$ cat src/rtl/spi_regbank_pkg.sv
// rtl/spi_regbank_pkg.sv - address-map helpers shared by the SPI register bank
package spi_regbank_pkg;

    localparam int INDEX_W = 16;

    typedef struct packed {
        logic               is_cfg;
        logic               is_stat;
        logic               is_irqen;
        logic [INDEX_W-1:0] index;
    } status_sel_t;

    function automatic int regbank_addr_w(input int ncfg, input int nstat);
        int w;
        w = $clog2(ncfg + nstat + 1);
        return (w < 1) ? 1 : w;
    endfunction

    function automatic int irqen_offset(input int ncfg, input int nstat);
        return ncfg + nstat;
    endfunction

    // Addresses beyond IRQ_EN decode to nothing, so they read 0 and ignore writes.
    function automatic status_sel_t regbank_decode(input int addr, input int ncfg, input int nstat);
        status_sel_t sel;
        sel = '0;
        if (addr < ncfg) begin
            sel.is_cfg = 1'b1;
            sel.index  = INDEX_W'(addr);
        end else if (addr < ncfg + nstat) begin
            sel.is_stat = 1'b1;
            sel.index   = INDEX_W'(addr - ncfg);
        end else if (addr == irqen_offset(ncfg, nstat)) begin
            sel.is_irqen = 1'b1;
        end
        return sel;
    endfunction

endpackage

$ cat src/rtl/spi_reg.sv
// rtl/spi_reg.sv - oversampled SPI slave: {rw, addr, data} MSB-first frames, clk domain
module spi_reg #(
    parameter int ADDR_W = 5,
    parameter int DATA_W = 8
) (
    input  logic              clk,
    input  logic              rstb,
    input  logic [1:0]        mode,
    input  logic              spi_cs_n,
    input  logic              spi_clk,
    input  logic              spi_mosi,
    output logic              spi_miso,
    output logic [ADDR_W-1:0] reg_addr,
    input  logic [DATA_W-1:0] reg_data_i,
    output logic [DATA_W-1:0] reg_data_o,
    output logic              reg_data_o_dv
);

    localparam int FRAME_W = 1 + ADDR_W + DATA_W;
    localparam int CNT_W   = $clog2(FRAME_W + 1);
    localparam logic [CNT_W-1:0] ADDR_LAST  = CNT_W'(ADDR_W);
    localparam logic [CNT_W-1:0] ADDR_DONE  = CNT_W'(ADDR_W + 1);
    localparam logic [CNT_W-1:0] LAST_BIT   = CNT_W'(FRAME_W - 1);
    localparam logic [CNT_W-1:0] FRAME_DONE = CNT_W'(FRAME_W);

    logic [1:0]         cs_sync;
    logic [2:0]         sclk_sync;
    logic [1:0]         mosi_sync;
    logic [CNT_W-1:0]   bit_cnt;
    logic [FRAME_W-2:0] rx;
    logic [FRAME_W-1:0] rx_full;
    logic [DATA_W-1:0]  tx;
    logic               selected;
    logic               sclk_rise;
    logic               sclk_fall;
    logic               sample_edge;
    logic               shift_edge;

    always_ff @(posedge clk or negedge rstb) begin
        if (!rstb) begin
            cs_sync   <= 2'b11;
            sclk_sync <= '0;
            mosi_sync <= '0;
        end else begin
            cs_sync   <= {cs_sync[0], spi_cs_n};
            sclk_sync <= {sclk_sync[1:0], spi_clk};
            mosi_sync <= {mosi_sync[0], spi_mosi};
        end
    end

    assign selected  = ~cs_sync[1];
    assign sclk_rise = sclk_sync[1] & ~sclk_sync[2];
    assign sclk_fall = ~sclk_sync[1] & sclk_sync[2];
    // Sampling happens on the rising edge when CPOL == CPHA, otherwise on the falling edge.
    assign sample_edge = (mode[1] == mode[0]) ? sclk_rise : sclk_fall;
    assign shift_edge  = (mode[1] == mode[0]) ? sclk_fall : sclk_rise;
    assign rx_full     = {rx, mosi_sync[1]};
    assign spi_miso    = tx[DATA_W-1];

    always_ff @(posedge clk or negedge rstb) begin
        if (!rstb) begin
            bit_cnt       <= '0;
            rx            <= '0;
            tx            <= '0;
            reg_addr      <= '0;
            reg_data_o    <= '0;
            reg_data_o_dv <= 1'b0;
        end else begin
            reg_data_o_dv <= 1'b0;
            if (!selected) begin
                bit_cnt <= '0;
                tx      <= '0;
            end else begin
                if (sample_edge && bit_cnt != FRAME_DONE) begin
                    rx      <= rx_full[FRAME_W-2:0];
                    bit_cnt <= bit_cnt + 1'b1;
                    if (bit_cnt == ADDR_LAST)
                        reg_addr <= rx_full[ADDR_W-1:0];
                    if (bit_cnt == LAST_BIT && rx_full[FRAME_W-1]) begin
                        reg_data_o    <= rx_full[DATA_W-1:0];
                        reg_data_o_dv <= 1'b1;
                    end
                end
                // First shift edge after the address loads read data; later ones shift it out.
                if (shift_edge)
                    tx <= (bit_cnt == ADDR_DONE) ? reg_data_i : (tx << 1);
            end
        end
    end

endmodule

$ cat src/rtl/spi_regbank_status_cell.sv
// rtl/spi_regbank_status_cell.sv - one status register: edge capture, sticky/W1C bits, read mux
module spi_status_cell #(
    parameter int                   REG_WIDTH = 8,
    parameter logic [REG_WIDTH-1:0] STICKY    = '0
) (
    input  logic                 clk,
    input  logic                 rstb,
    input  logic                 ena,
    input  logic [REG_WIDTH-1:0] raw,
    input  logic                 w1c,
    input  logic [REG_WIDTH-1:0] w1c_data,
    output logic [REG_WIDTH-1:0] rdata,
    output logic                 any_sticky
);

    logic [REG_WIDTH-1:0] raw_q;
    logic [REG_WIDTH-1:0] sticky;
    logic [REG_WIDTH-1:0] set_bits;
    logic [REG_WIDTH-1:0] clr_bits;

    assign set_bits = raw & ~raw_q & STICKY;
    assign clr_bits = w1c ? (w1c_data & STICKY) : '0;

    // A new rising edge in the same cycle as a W1C keeps the bit set.
    always_ff @(posedge clk or negedge rstb) begin
        if (!rstb) begin
            raw_q  <= '0;
            sticky <= '0;
        end else if (ena) begin
            raw_q  <= raw;
            sticky <= (sticky & ~clr_bits) | set_bits;
        end
    end

    assign rdata      = sticky | (raw_q & ~STICKY);
    assign any_sticky = |sticky;

endmodule

$ cat src/rtl/spi_regbank.sv
// rtl/spi_regbank.sv - SPI-accessed bank of config, sticky/live status and IRQ enable registers
module spi_regbank
    import spi_regbank_pkg::*;
#(
    parameter int                                NUM_CFG     = 8,
    parameter int                                NUM_STATUS  = 8,
    parameter int                                REG_WIDTH   = 8,
    parameter logic [NUM_CFG*REG_WIDTH-1:0]      CFG_RESET   = '0,
    parameter logic [NUM_STATUS*REG_WIDTH-1:0]   STICKY_MASK = '0
) (
    input  logic                            clk,
    input  logic                            rstb,
    input  logic                            ena,
    input  logic [1:0]                      mode,
    input  logic                            spi_cs_n,
    input  logic                            spi_clk,
    input  logic                            spi_mosi,
    output logic                            spi_miso,
    output logic [NUM_CFG*REG_WIDTH-1:0]    config_regs,
    output logic [NUM_CFG-1:0]              cfg_wr_stb,
    input  logic [NUM_STATUS*REG_WIDTH-1:0] status_regs,
    output logic                            irq
);

    localparam int ADDR_W = regbank_addr_w(NUM_CFG, NUM_STATUS);

    if (NUM_STATUS > REG_WIDTH || NUM_STATUS < 1 || NUM_CFG < 1) begin : g_param_check
        $error("spi_regbank: NUM_CFG must be >= 1 and NUM_STATUS within 1..REG_WIDTH");
    end

    logic [ADDR_W-1:0]               reg_addr;
    logic [REG_WIDTH-1:0]            reg_rdata;
    logic [REG_WIDTH-1:0]            reg_wdata;
    logic                            spi_wr_dv;
    logic                            wr;
    status_sel_t                     sel;
    logic [NUM_CFG-1:0]              cfg_hit;
    logic [NUM_STATUS*REG_WIDTH-1:0] stat_rdata;
    logic [NUM_STATUS-1:0]           any_sticky;
    logic [NUM_STATUS-1:0]           irq_en;

    spi_reg #(
        .ADDR_W (ADDR_W),
        .DATA_W (REG_WIDTH)
    ) u_spi (
        .clk           (clk),
        .rstb          (rstb),
        .mode          (mode),
        .spi_cs_n      (spi_cs_n),
        .spi_clk       (spi_clk),
        .spi_mosi      (spi_mosi),
        .spi_miso      (spi_miso),
        .reg_addr      (reg_addr),
        .reg_data_i    (reg_rdata),
        .reg_data_o    (reg_wdata),
        .reg_data_o_dv (spi_wr_dv)
    );

    assign sel = regbank_decode(int'(reg_addr), NUM_CFG, NUM_STATUS);
    assign wr  = spi_wr_dv & ena;

    for (genvar k = 0; k < NUM_CFG; k++) begin : g_cfg
        logic [REG_WIDTH-1:0] q;
        assign cfg_hit[k] = wr & sel.is_cfg & (sel.index == INDEX_W'(k));
        always_ff @(posedge clk or negedge rstb) begin
            if (!rstb)
                q <= CFG_RESET[k*REG_WIDTH +: REG_WIDTH];
            else if (cfg_hit[k])
                q <= reg_wdata;
        end
        assign config_regs[k*REG_WIDTH +: REG_WIDTH] = q;
    end

    for (genvar s = 0; s < NUM_STATUS; s++) begin : g_stat
        spi_status_cell #(
            .REG_WIDTH (REG_WIDTH),
            .STICKY    (STICKY_MASK[s*REG_WIDTH +: REG_WIDTH])
        ) u_cell (
            .clk        (clk),
            .rstb       (rstb),
            .ena        (ena),
            .raw        (status_regs[s*REG_WIDTH +: REG_WIDTH]),
            .w1c        (wr & sel.is_stat & (sel.index == INDEX_W'(s))),
            .w1c_data   (reg_wdata),
            .rdata      (stat_rdata[s*REG_WIDTH +: REG_WIDTH]),
            .any_sticky (any_sticky[s])
        );
    end

    always_ff @(posedge clk or negedge rstb) begin
        if (!rstb) begin
            cfg_wr_stb <= '0;
            irq_en     <= '0;
            irq        <= 1'b0;
        end else begin
            cfg_wr_stb <= cfg_hit;
            if (wr && sel.is_irqen)
                irq_en <= reg_wdata[NUM_STATUS-1:0];
            if (ena)
                irq <= |(irq_en & any_sticky);
        end
    end

    always_comb begin
        reg_rdata = '0;
        for (int k = 0; k < NUM_CFG; k++)
            if (sel.is_cfg && sel.index == INDEX_W'(k))
                reg_rdata = config_regs[k*REG_WIDTH +: REG_WIDTH];
        for (int s = 0; s < NUM_STATUS; s++)
            if (sel.is_stat && sel.index == INDEX_W'(s))
                reg_rdata = stat_rdata[s*REG_WIDTH +: REG_WIDTH];
        if (sel.is_irqen)
            reg_rdata[NUM_STATUS-1:0] = irq_en;
    end

endmodule

$ cat config.mk
export PLATFORM = sky130hd
export DESIGN_NAME = spi_regbank
export DESIGN_NICKNAME = d
export VERILOG_FILES = /design/src/rtl/spi_regbank_pkg.sv /design/src/rtl/spi_reg.sv /design/src/rtl/spi_regbank_status_cell.sv /design/src/rtl/spi_regbank.sv
export SDC_FILE = /design/constraint.sdc
export NUM_CORES = 1
export LEC_CHECK = 0
export CAP_MARGIN = 20
export CORE_MARGIN = 10
export CORE_UTILIZATION = 55
export CTS_CLUSTER_SIZE = 12
export DETAILED_ROUTE_END_ITERATION = 6
export PLACE_DENSITY_LB_ADDON = 0.2
export SLEW_MARGIN = 30
export SYNTH_ARGS = -nofsm -noshare
export SYNTH_HDL_FRONTEND = slang
export SYNTH_HIERARCHICAL = 1
export SYNTH_SLANG_ARGS = --single-unit
$ cat constraint.sdc
create_clock -name clk -period 2.47 [get_ports clk]
set_input_delay 0.494 -clock clk [delete_from_list [all_inputs] [get_ports clk]]
set_output_delay 0.494 -clock clk [all_outputs]
set_load 0.02 [all_outputs]
* Yosys cells after proc, flatten, opt, wreduce, memory -nomap -nowiden
Cells that the tools add are included.
** Storage, ports and cells
- Flip-flop bits (word level) :: 190
- Bits in latches :: 0
- RAM bits :: 0
- Memory bits (read-only) :: 0
- Bits of input ports :: 72
- Output and inout port bits :: 74
- Word-level logic and storage cells :: 118
- Memories :: 0
** Operators by class
- Add/sub/neg operators :: 2
- Multiply operators :: 0
- Divide/modulo/power cells :: 0
- Magnitude comparators :: 2
- Equality and inequality tests :: 13
- Shifts and indexed selects :: 0
- Mux-type cells :: 34
- Bitwise logic cells :: 15
- Reductions and logical operators :: 25
** Operators by type and width (count)
- 8-bit two-way mux :: 20
- 16-bit by 3-bit == test with 1-bit output, second input constant :: 4
- 16-bit by 2-bit == test with 1-bit output, second input constant :: 2
- 16-bit two-way mux :: 2
- 1-bit logical AND :: 19
- 16-bit by 1-bit == test with 1-bit output, second input constant :: 1
- 16-bit logical NOT :: 1
- 1-bit AND :: 12
- 1-bit two-way mux :: 9
- 4-bit by 3-bit == test with 1-bit output, second input constant :: 2
- 4-bit two-way mux :: 2
- 3-bit AND reduction :: 2
- 5-bit by 4-bit subtractor with 6-bit output, second input constant :: 1
- 5-bit == test, second input constant :: 1
- 5-bit by 4-bit less-than comparator with 1-bit output, second input constant :: 1
- 5-bit less-than comparator, second input constant :: 1
- 4-bit by 1-bit adder with 4-bit output, second input constant :: 1
- 4-bit == test, second input constant :: 1
- 4-bit inequality test, second input constant :: 1
- 2-bit nonzero test :: 2
- 1-bit inverter :: 3
- 2-bit two-way mux :: 1
- 2-bit AND reduction :: 1
- 1-bit == test :: 1

* Logic depth before layout (Yosys ltp)
Gate-level depths: netlist of the first run.
- Depth after elaboration :: 25
- Gate-level depth with buffers :: 10
- Depth with buffers taken out :: 7

* Modules after synthesis
The synthesis of the first run kept the hierarchy.
** Modules (own cells, without submodules)
- spi_regbank :: times used 1, cells an instance 469, area each 4892.2 µm², sequential area each 2026.9 µm²
- spi_status_cell :: times used 8, cells an instance 19, area each 342.8 µm², sequential area each 200.2 µm²
- spi_reg :: times used 1, cells an instance 130, area each 1926.8 µm², sequential area each 1153.6 µm²

* Least setup slack after synthesis of the first run
OpenSTA, ideal clock, no wires.
- Path type :: register -> register
- From :: reg u_spi.reg_addr[0]
- To :: reg u_spi.tx[1]
- Setup time :: 0.125 ns
- Arrival :: 2.069 ns
- Required time :: 2.345 ns
- Path slack :: 0.277 ns
- Cell stages (with the launch flop) :: 11
- Path buffers :: 3
- Clock period less this slack :: 2.193 ns
- Path through :: dfrtp_1 > buf_4 > buf_6 > buf_2 > mux2i_1 > o22ai_1 > o32ai_1 > a21oi_1 > or3_1 > a22o_1 > mux2_2
** Between the ends
- Word-level cells in the longest chain between the ends :: 25
- Elaborated cells between the ends (all ways) :: 55
- Classes of those cells :: 1 x add/sub; 2 x order compare; 8 x eq/ne; 27 x mux; 17 x reduce/logical
** Ends and longest elaborated chain
- from (decl) :: line spi_reg.sv:13 : output logic [ADDR_W-1:0] reg_addr,
- from (signal assigned) :: line spi_reg.sv:78 : reg_addr <= rx_full[ADDR_W-1:0];
- 5-bit by 4-bit subtractor with 6-bit output / 5-bit less-than comparator (equally long branches) :: line spi_regbank_pkg.sv:32, spi_regbank_pkg.sv:30
- 16-bit two-way mux :: line spi_regbank_pkg.sv:30 : end else if (addr < ncfg + nstat) begin
- 16-bit two-way mux :: line spi_regbank_pkg.sv:27 : if (addr < ncfg) begin
- 16-bit logical NOT :: line spi_regbank.sv:107, spi_regbank.sv:110
- 1-bit logical AND :: line spi_regbank.sv:107 : if (sel.is_cfg && sel.index == INDEX_W'(k))
- 8-bit two-way mux (8 in a row) :: line spi_regbank.sv:107
- 8-bit two-way mux (8 in a row) :: line spi_regbank.sv:110 : if (sel.is_stat && sel.index == INDEX_W'(s))
- 8-bit two-way mux (*) :: line spi_regbank.sv:112 : if (sel.is_irqen)
- net reg_rdata[1] :: line spi_regbank.sv:32 : logic [REG_WIDTH-1:0] reg_rdata;
- 8-bit two-way mux (*) :: line spi_reg.sv:86 : tx <= (bit_cnt == ADDR_DONE) ? reg_data_i : (tx << 1);
- 8-bit two-way mux (*) :: line spi_reg.sv:85 : if (shift_edge)
- 8-bit two-way mux (*) :: line spi_reg.sv:70 : if (!selected) begin
- to (signal assigned) :: line spi_reg.sv:86
- to (decl) :: line spi_reg.sv:32 : logic [DATA_W-1:0] tx;
The timed path passes the listed nets; every way through them passes the cells marked *. The select of a mux whose other input is x is not followed.
A chain may end at the register's enable or synchronous reset.

* Worst setup path in the final report of the first run
Ends and elaborated chain as after synthesis.

==> results of run 1 <==
[critical path: stages (launching register included)]
cell	delay, ns
dfrtp_2	0.46
buf_6	0.13
mux2i_4	0.22
a211oi_2	0.09
o32ai_2	0.37
buf_4	0.18
a21oi_2	0.07
or3_1	0.32
a22o_1	0.24
mux2_2	0.26
[sequential cells by signal, indices dropped and copies added, names as in the netlist, 2 cells and up]
name,count
u_spi/tx,8
u_spi/cs_sync,2
u_spi/rx,13
g_cfg.q,64
u_spi/sclk_sync,3
irq_en,8
u_spi/bit_cnt,4
u_spi/mosi_sync,2
g_stat.u_cell/raw_q,64
cfg_wr_stb,8
u_spi/reg_addr,5
u_spi/reg_data_o,8
[final cells by class]
class	instances	area, µm²	area share (%)
Clock buffer	17	425	3.45
Clock inverter	15	193	1.56
Inverter	15	56.3	0.456
Multi-Input combinational cell	484	4500	36.5
Sequential cell	191	4780	38.8
Tap cell	225	282	2.28
Timing Repair Buffer	220	2100	17.0
[layer usage]
metal  GRT usage [%]  vias to the layer above  share of wire [%]
met1            31.9                     3589                 42
met3            4.99                       44                5.6
met2            41.4                      261                 50
met4            8.72                        0                2.4
li1                -                     3082                  -
met5               0                        -                  0
[power groups by stage]
stage	combinational (mW)	sequential [mW]	clock [mW]
final	0.680	3.48	2.82
after CTS	0.675	3.47	2.86
after global placement	0.635	3.52	0
after floorplan	0.401	3.45	0
after global routing	0.737	3.50	3.00
after detailed placement	0.660	3.53	0
[through the flow]
step	hold slack, ns	utilization, %	std cells	setup TNS, ns	worst slack [ns]
final	0.358	72.1	1167	0	0.0155
after CTS	0.361	71.1	1166	0	0.00387
after global routing	0.362	72.1	1167	-0.144	-0.0663
after floorplan	0.198	-	742	0	0.277
after detailed placement	0.344	66.8	1129	-1.26	-0.174
after global placement	0.332	66.8	1129	-0.861	-0.151
[worst max path at each step]
stage / endpoint / slack (ns) / from / depth (start not counted)
2_1_floorplan: u_spi/tx[1] / 0.28 / u_spi/reg_addr[0] / 10
4_1_cts: u_spi/tx[3] / 0.004 / u_spi/reg_addr[0] / 9
3_3_place_gp: u_spi/tx[1] / -0.15 / u_spi/reg_addr[0] / 9
5_1_grt: u_spi/tx[3] / -0.07 / u_spi/reg_addr[0] / 9
6_report: u_spi/tx[1] / 0.02 / u_spi/reg_addr[0] / 9
3_5_place_dp: u_spi/tx[1] / -0.17 / u_spi/reg_addr[0] / 9
[repair_timing]
action	in CTS	in global routing
hold endpoints to repair	29	0
pin swaps	1	8
endpoints found under the setup margin	3	14
resized for setup	12	29
hold buffers	1	0
buffers inserted	4	1
==> results.json, run 1 <==
{
  "clkSinkCount": 191,
  "cap_viol_max_count": 0,
  "wl_mm": 28.0,
  "slew_headroom_pct": 50.4,
  "hold_path.startpoint": "u_spi/cs_sync[0]",
  "final_max_slew_viol_count": 0,
  "setup_viol": 0,
  "max_freq_mhz": 407,
  "core_region_area_mm2": 0.0171,
  "rsz0062_at_grt": "true",
  "fin_skew_ns": 0.00802,
  "cts_buffers": 17,
  "rows": 48,
  "grt_remaining_overflow": 0,
  "root_buffer": "clkbuf_16",
  "worstPathRequired_ns": 2.80,
  "cts_tree": "yes",
  "wl_per_cell_um": 24.0,
  "worstReg2RegEnd": "u_spi/tx[1]",
  "syn-num-nets": 817,
  "track_usage_pct": 24.9,
  "io_pins": 146,
  "path_clk_slew_ns": 0.08,
  "portBuffers": 145,
  "n_fill_cell": 1164,
  "critPathKind": "register to register",
  "vias": 6976,
  "switchingPower_mw": 1.80,
  "rr_startpoint": "u_spi/reg_addr[0]",
  "vias_per_cell": 5.98,
  "irDropWorstVdd_mv": 0.545,
  "worst_slew_pin_slew_ns": 0.741,
  "antennaDiodeCount": 0,
  "seqPwrFrac_pct": 49.8,
  "layout_commonest_cell": "dfrtp_1",
  "p_total_mw": 6.98,
  "arrival_ns": 2.78,
  "grt_pass1_wl_mm": 43.8,
  "hold_path_depth": 0,
  "p_per_area_mw_per_mm2": 566,
  "pwr-share-clk_pct": 40.5,
  "dieArea_mm2": 0.0230,
  "place_area_mm2": 0.0114,
  "nets": 1004,
  "start_util_pct": 55.6,
  "p_comb_share_pct": 9.8,
  "holdPathEnd": "u_spi/cs_sync[1]",
  "internal-power_mw": 5.18,
  "die_y_um": 152,
  "drive_above_1_share_pct": 33.8,
  "fin_crit_sh_pct": 99.4,
  "final_cell_mix": "188 x dfrtp_1, 143 x clkdlybuf4s50_1, 81 x mux2_2",
  "drc": 0,
  "grt_pass1_vias": 7433,
  "crit_fanout": 5,
  "gp_congestion": 0.933,
  "syn_area_mm2": 0.00952,
  "status": "finished, final reports clean",
  "endpoint_kind": "register",
  "first_pass_iters": 5,
  "cp-start-kind": "register",
  "fin_area_mm2": 0.0123,
  "rrSetupSlack_ns": 0.02,
  "post-dp-hpwl_mm": 20.5,
  "avgSynthCellArea_um2": 12.8,
  "cts.htree.levels": 4,
  "syn_inst": 742,
  "min_path_type": "register to register",
  "period_minus_slack_ns": 2.45,
  "fp.dieW_um": 152,
  "reg2reg_depth": 9,
  "first_iter_violations": 487,
  "grt_start_max_net_pins": 63,
  "leakage_nw": 5.65,
  "hold_viol": 0,
  "yosys_warnings": 6,
  "cts_buffer_depth": 2,
  "area_growth_pct": 29.5,
  "ant_nets": 0,
  "antenna_found_initial": 0,
  "insertion_delay_ns": 0.44,
  "netSwitchingFraction_pct": 25.7
}
Power figures use the tool's default switching activity.
==> run 2, diff against run 1 <==
- CORE_UTILIZATION: 55 -> 40
- CTS_CLUSTER_DIAMETER: default -> 60
==> run 2 against run 1 <==
Net effect: the flow now finishes with violations (setup timing); sequential power barely moved; clock power rose by 2%; core utilization fell by 19 points; count of clock-buffer cells in the layout did not move; worst setup slack got worse by 0.020 ns; maximum frequency fell by 0.82%; highest routed layer unchanged.
==> results.json, run 2 (synthesized netlist as in run 1, its figures left out) <==
{
  "status": "finished with violations",
  "violations": "setup timing",
  "rsz0062_at_grt": "true",
  "leakage_nw": 5.64,
  "area_growth_pct": 29.7,
  "drive_above_1_share_pct": 32.7,
  "nets": 1002,
  "period_minus_slack_ns": 2.47,
  "n_fill_cell": 2026,
  "core_region_area_mm2": 0.0235,
  "arrival_ns": 2.80,
  "cts.htree.levels": 4,
  "wl_per_cell_um": 21.8,
  "max_freq_mhz": 404,
  "dieArea_mm2": 0.0304,
  "io_pins": 146,
  "grt_start_max_net_pins": 69,
  "p_per_area_mw_per_mm2": 568,
  "layout_commonest_cell": "dfrtp_1",
  "grt_remaining_overflow": 0,
  "rows": 56,
  "portBuffers": 145,
  "crit_fanout": 22,
  "cp-start-kind": "register",
  "worstPathRequired_ns": 2.80,
  "critPathKind": "register to register",
  "grt_pass1_wl_mm": 42.5,
  "fin_skew_ns": 0.0182,
  "slew_headroom_pct": 53.3,
  "start_util_pct": 40.6,
  "setup_slack_ns": -0.00485,
  "cts_hold_buffers": 0,
  "clkSinkCount": 191,
  "fp.dieW_um": 174,
  "hold_viol": 0,
  "post-dp-hpwl_mm": 19.7,
  "antenna_found_initial": 0,
  "final-seq-area_mm2": 0.00478,
  "final_max_slew_viol_count": 0,
  "cts_buffers": 17,
  "pre_cts_slack_ns": -0.119,
  "insertion_delay_ns": 0.45,
  "die_y_um": 174,
  "endpoint_kind": "register",
  "multiInputGateArea_mm2": 0.00437,
  "cts_tree": "yes",
  "fin_cells": 1259,
  "worst_slew_pin_slew_ns": 0.695,
  "irDropWorstVdd_mv": 0.336,
  "vias": 6677,
  "grt_pass1_vias": 6915,
  "ant_nets": 0,
  "vias_per_cell": 5.30,
  "final_cell_mix": "188 x dfrtp_1, 143 x clkdlybuf4s50_1, 81 x mux2_2",
  "wl_mm": 27.4,
  "placedCellCount": 1222,
  "first_iter_violations": 478,
  "first_pass_iters": 4,
  "cap_viol_max_count": 0,
  "p_total_mw": 7.01,
  "top_regs": "g_cfg.q (64), g_stat.u_cell/raw_q (64), u_spi/rx (13)",
  "drc": 0,
  "min_path_type": "primary input to asynchronous set/reset pin",
  "track_usage_pct": 18.0,
  "path_clk_slew_ns": 0.08,
  "gp_congestion": 0.845,
  "root_buffer": "clkbuf_16",
  "setup_viol": 1,
  "fin_crit_sh_pct": 100,
  "antennaDiodeCount": 0,
  "cts_buffer_depth": 2
}
==> run 2: path summary, 6_finish.rpt <==
kind,endpoint,cells after the start,slack [ns],from
max,u_spi/tx[5],8,-0.005,u_spi/reg_addr[3]
min,g_stat[3].u_cell/raw_q[0],1,0.06,rstb
max reg2reg,u_spi/tx[5],8,-0.005,u_spi/reg_addr[3]
min reg2reg,u_spi/mosi_sync[1],0,0.35,u_spi/mosi_sync[0]
max in group asynchronous,u_spi/cs_sync[0],2,1.66,rstb
min in group clk,u_spi/mosi_sync[1],0,0.35,u_spi/mosi_sync[0]
==> run 2: timing repair <==
| item | 4_1_cts | 5_1_grt |
|---|---|---|
| endpoints found under the setup margin | 4 | 7 |
| hold endpoints to repair | 0 | 0 |
| pin swaps | 0 | 2 |
| gates resized for setup | 4 | 15 |
| buffers inserted | 2 | 3 |
==> run 2: cell type report <==
| cell class | instances | share of cell area (%) |
|---|---|---|
| clock inverters | 15 | 1.61 |
| inverters | 15 | 0.456 |
| clock buffers | 17 | 3.44 |
| multi-input cells | 484 | 35.4 |
| repair buffers | 218 | 17.2 |
| well taps | 319 | 3.23 |
| flip-flops and latches | 191 | 38.7 |
==> run 2: worst max-delay path, cell delays in order, from the launching register on <==
cell and delay [ns]:
dfrtp_1 0.39, buf_4 0.17, buf_12 0.16, or3b_2 0.51
buf_4 0.18, o21ai_0 0.37, a21oi_1 0.12, a22o_1 0.22
mux2_2 0.25
==> run 2: routing by layer <==
layer	routed length, µm	vias up	part of all wire, %	track usage [%]
met5	0	-	0	0
met4	535	0	2.0	5.24
met3	1390	35	5.1	4.31
met1	13000	3367	47	25.1
li1	-	3073	-	-
met2	12500	202	46	27.2
==> run 2: power by group <==
part	switching (mW)	leakage, nW	total [mW]	internal, mW
registers	0.155	2.47	3.46	3.31
logic	0.264	2.86	0.679	0.414
clock network	1.47	0.303	2.87	1.40
total	1.89	5.64	7.01	5.13
==> run 2: stage by stage <==
stage / instance area [µm²] / hold WS (ns) / util (%) / TNS (ns)
floorplan: 9520 / 0.198 / - / 0
global placement: 11600 / 0.335 / 49.4 / -0.916
detailed placement: 11600 / 0.341 / 49.4 / -1.15
CTS: 12200 / 0.0727 / 52.2 / 0
global route: 12400 / 0.0876 / 52.6 / -0.120
finish: 12400 / 0.0644 / 52.6 / -0.00485
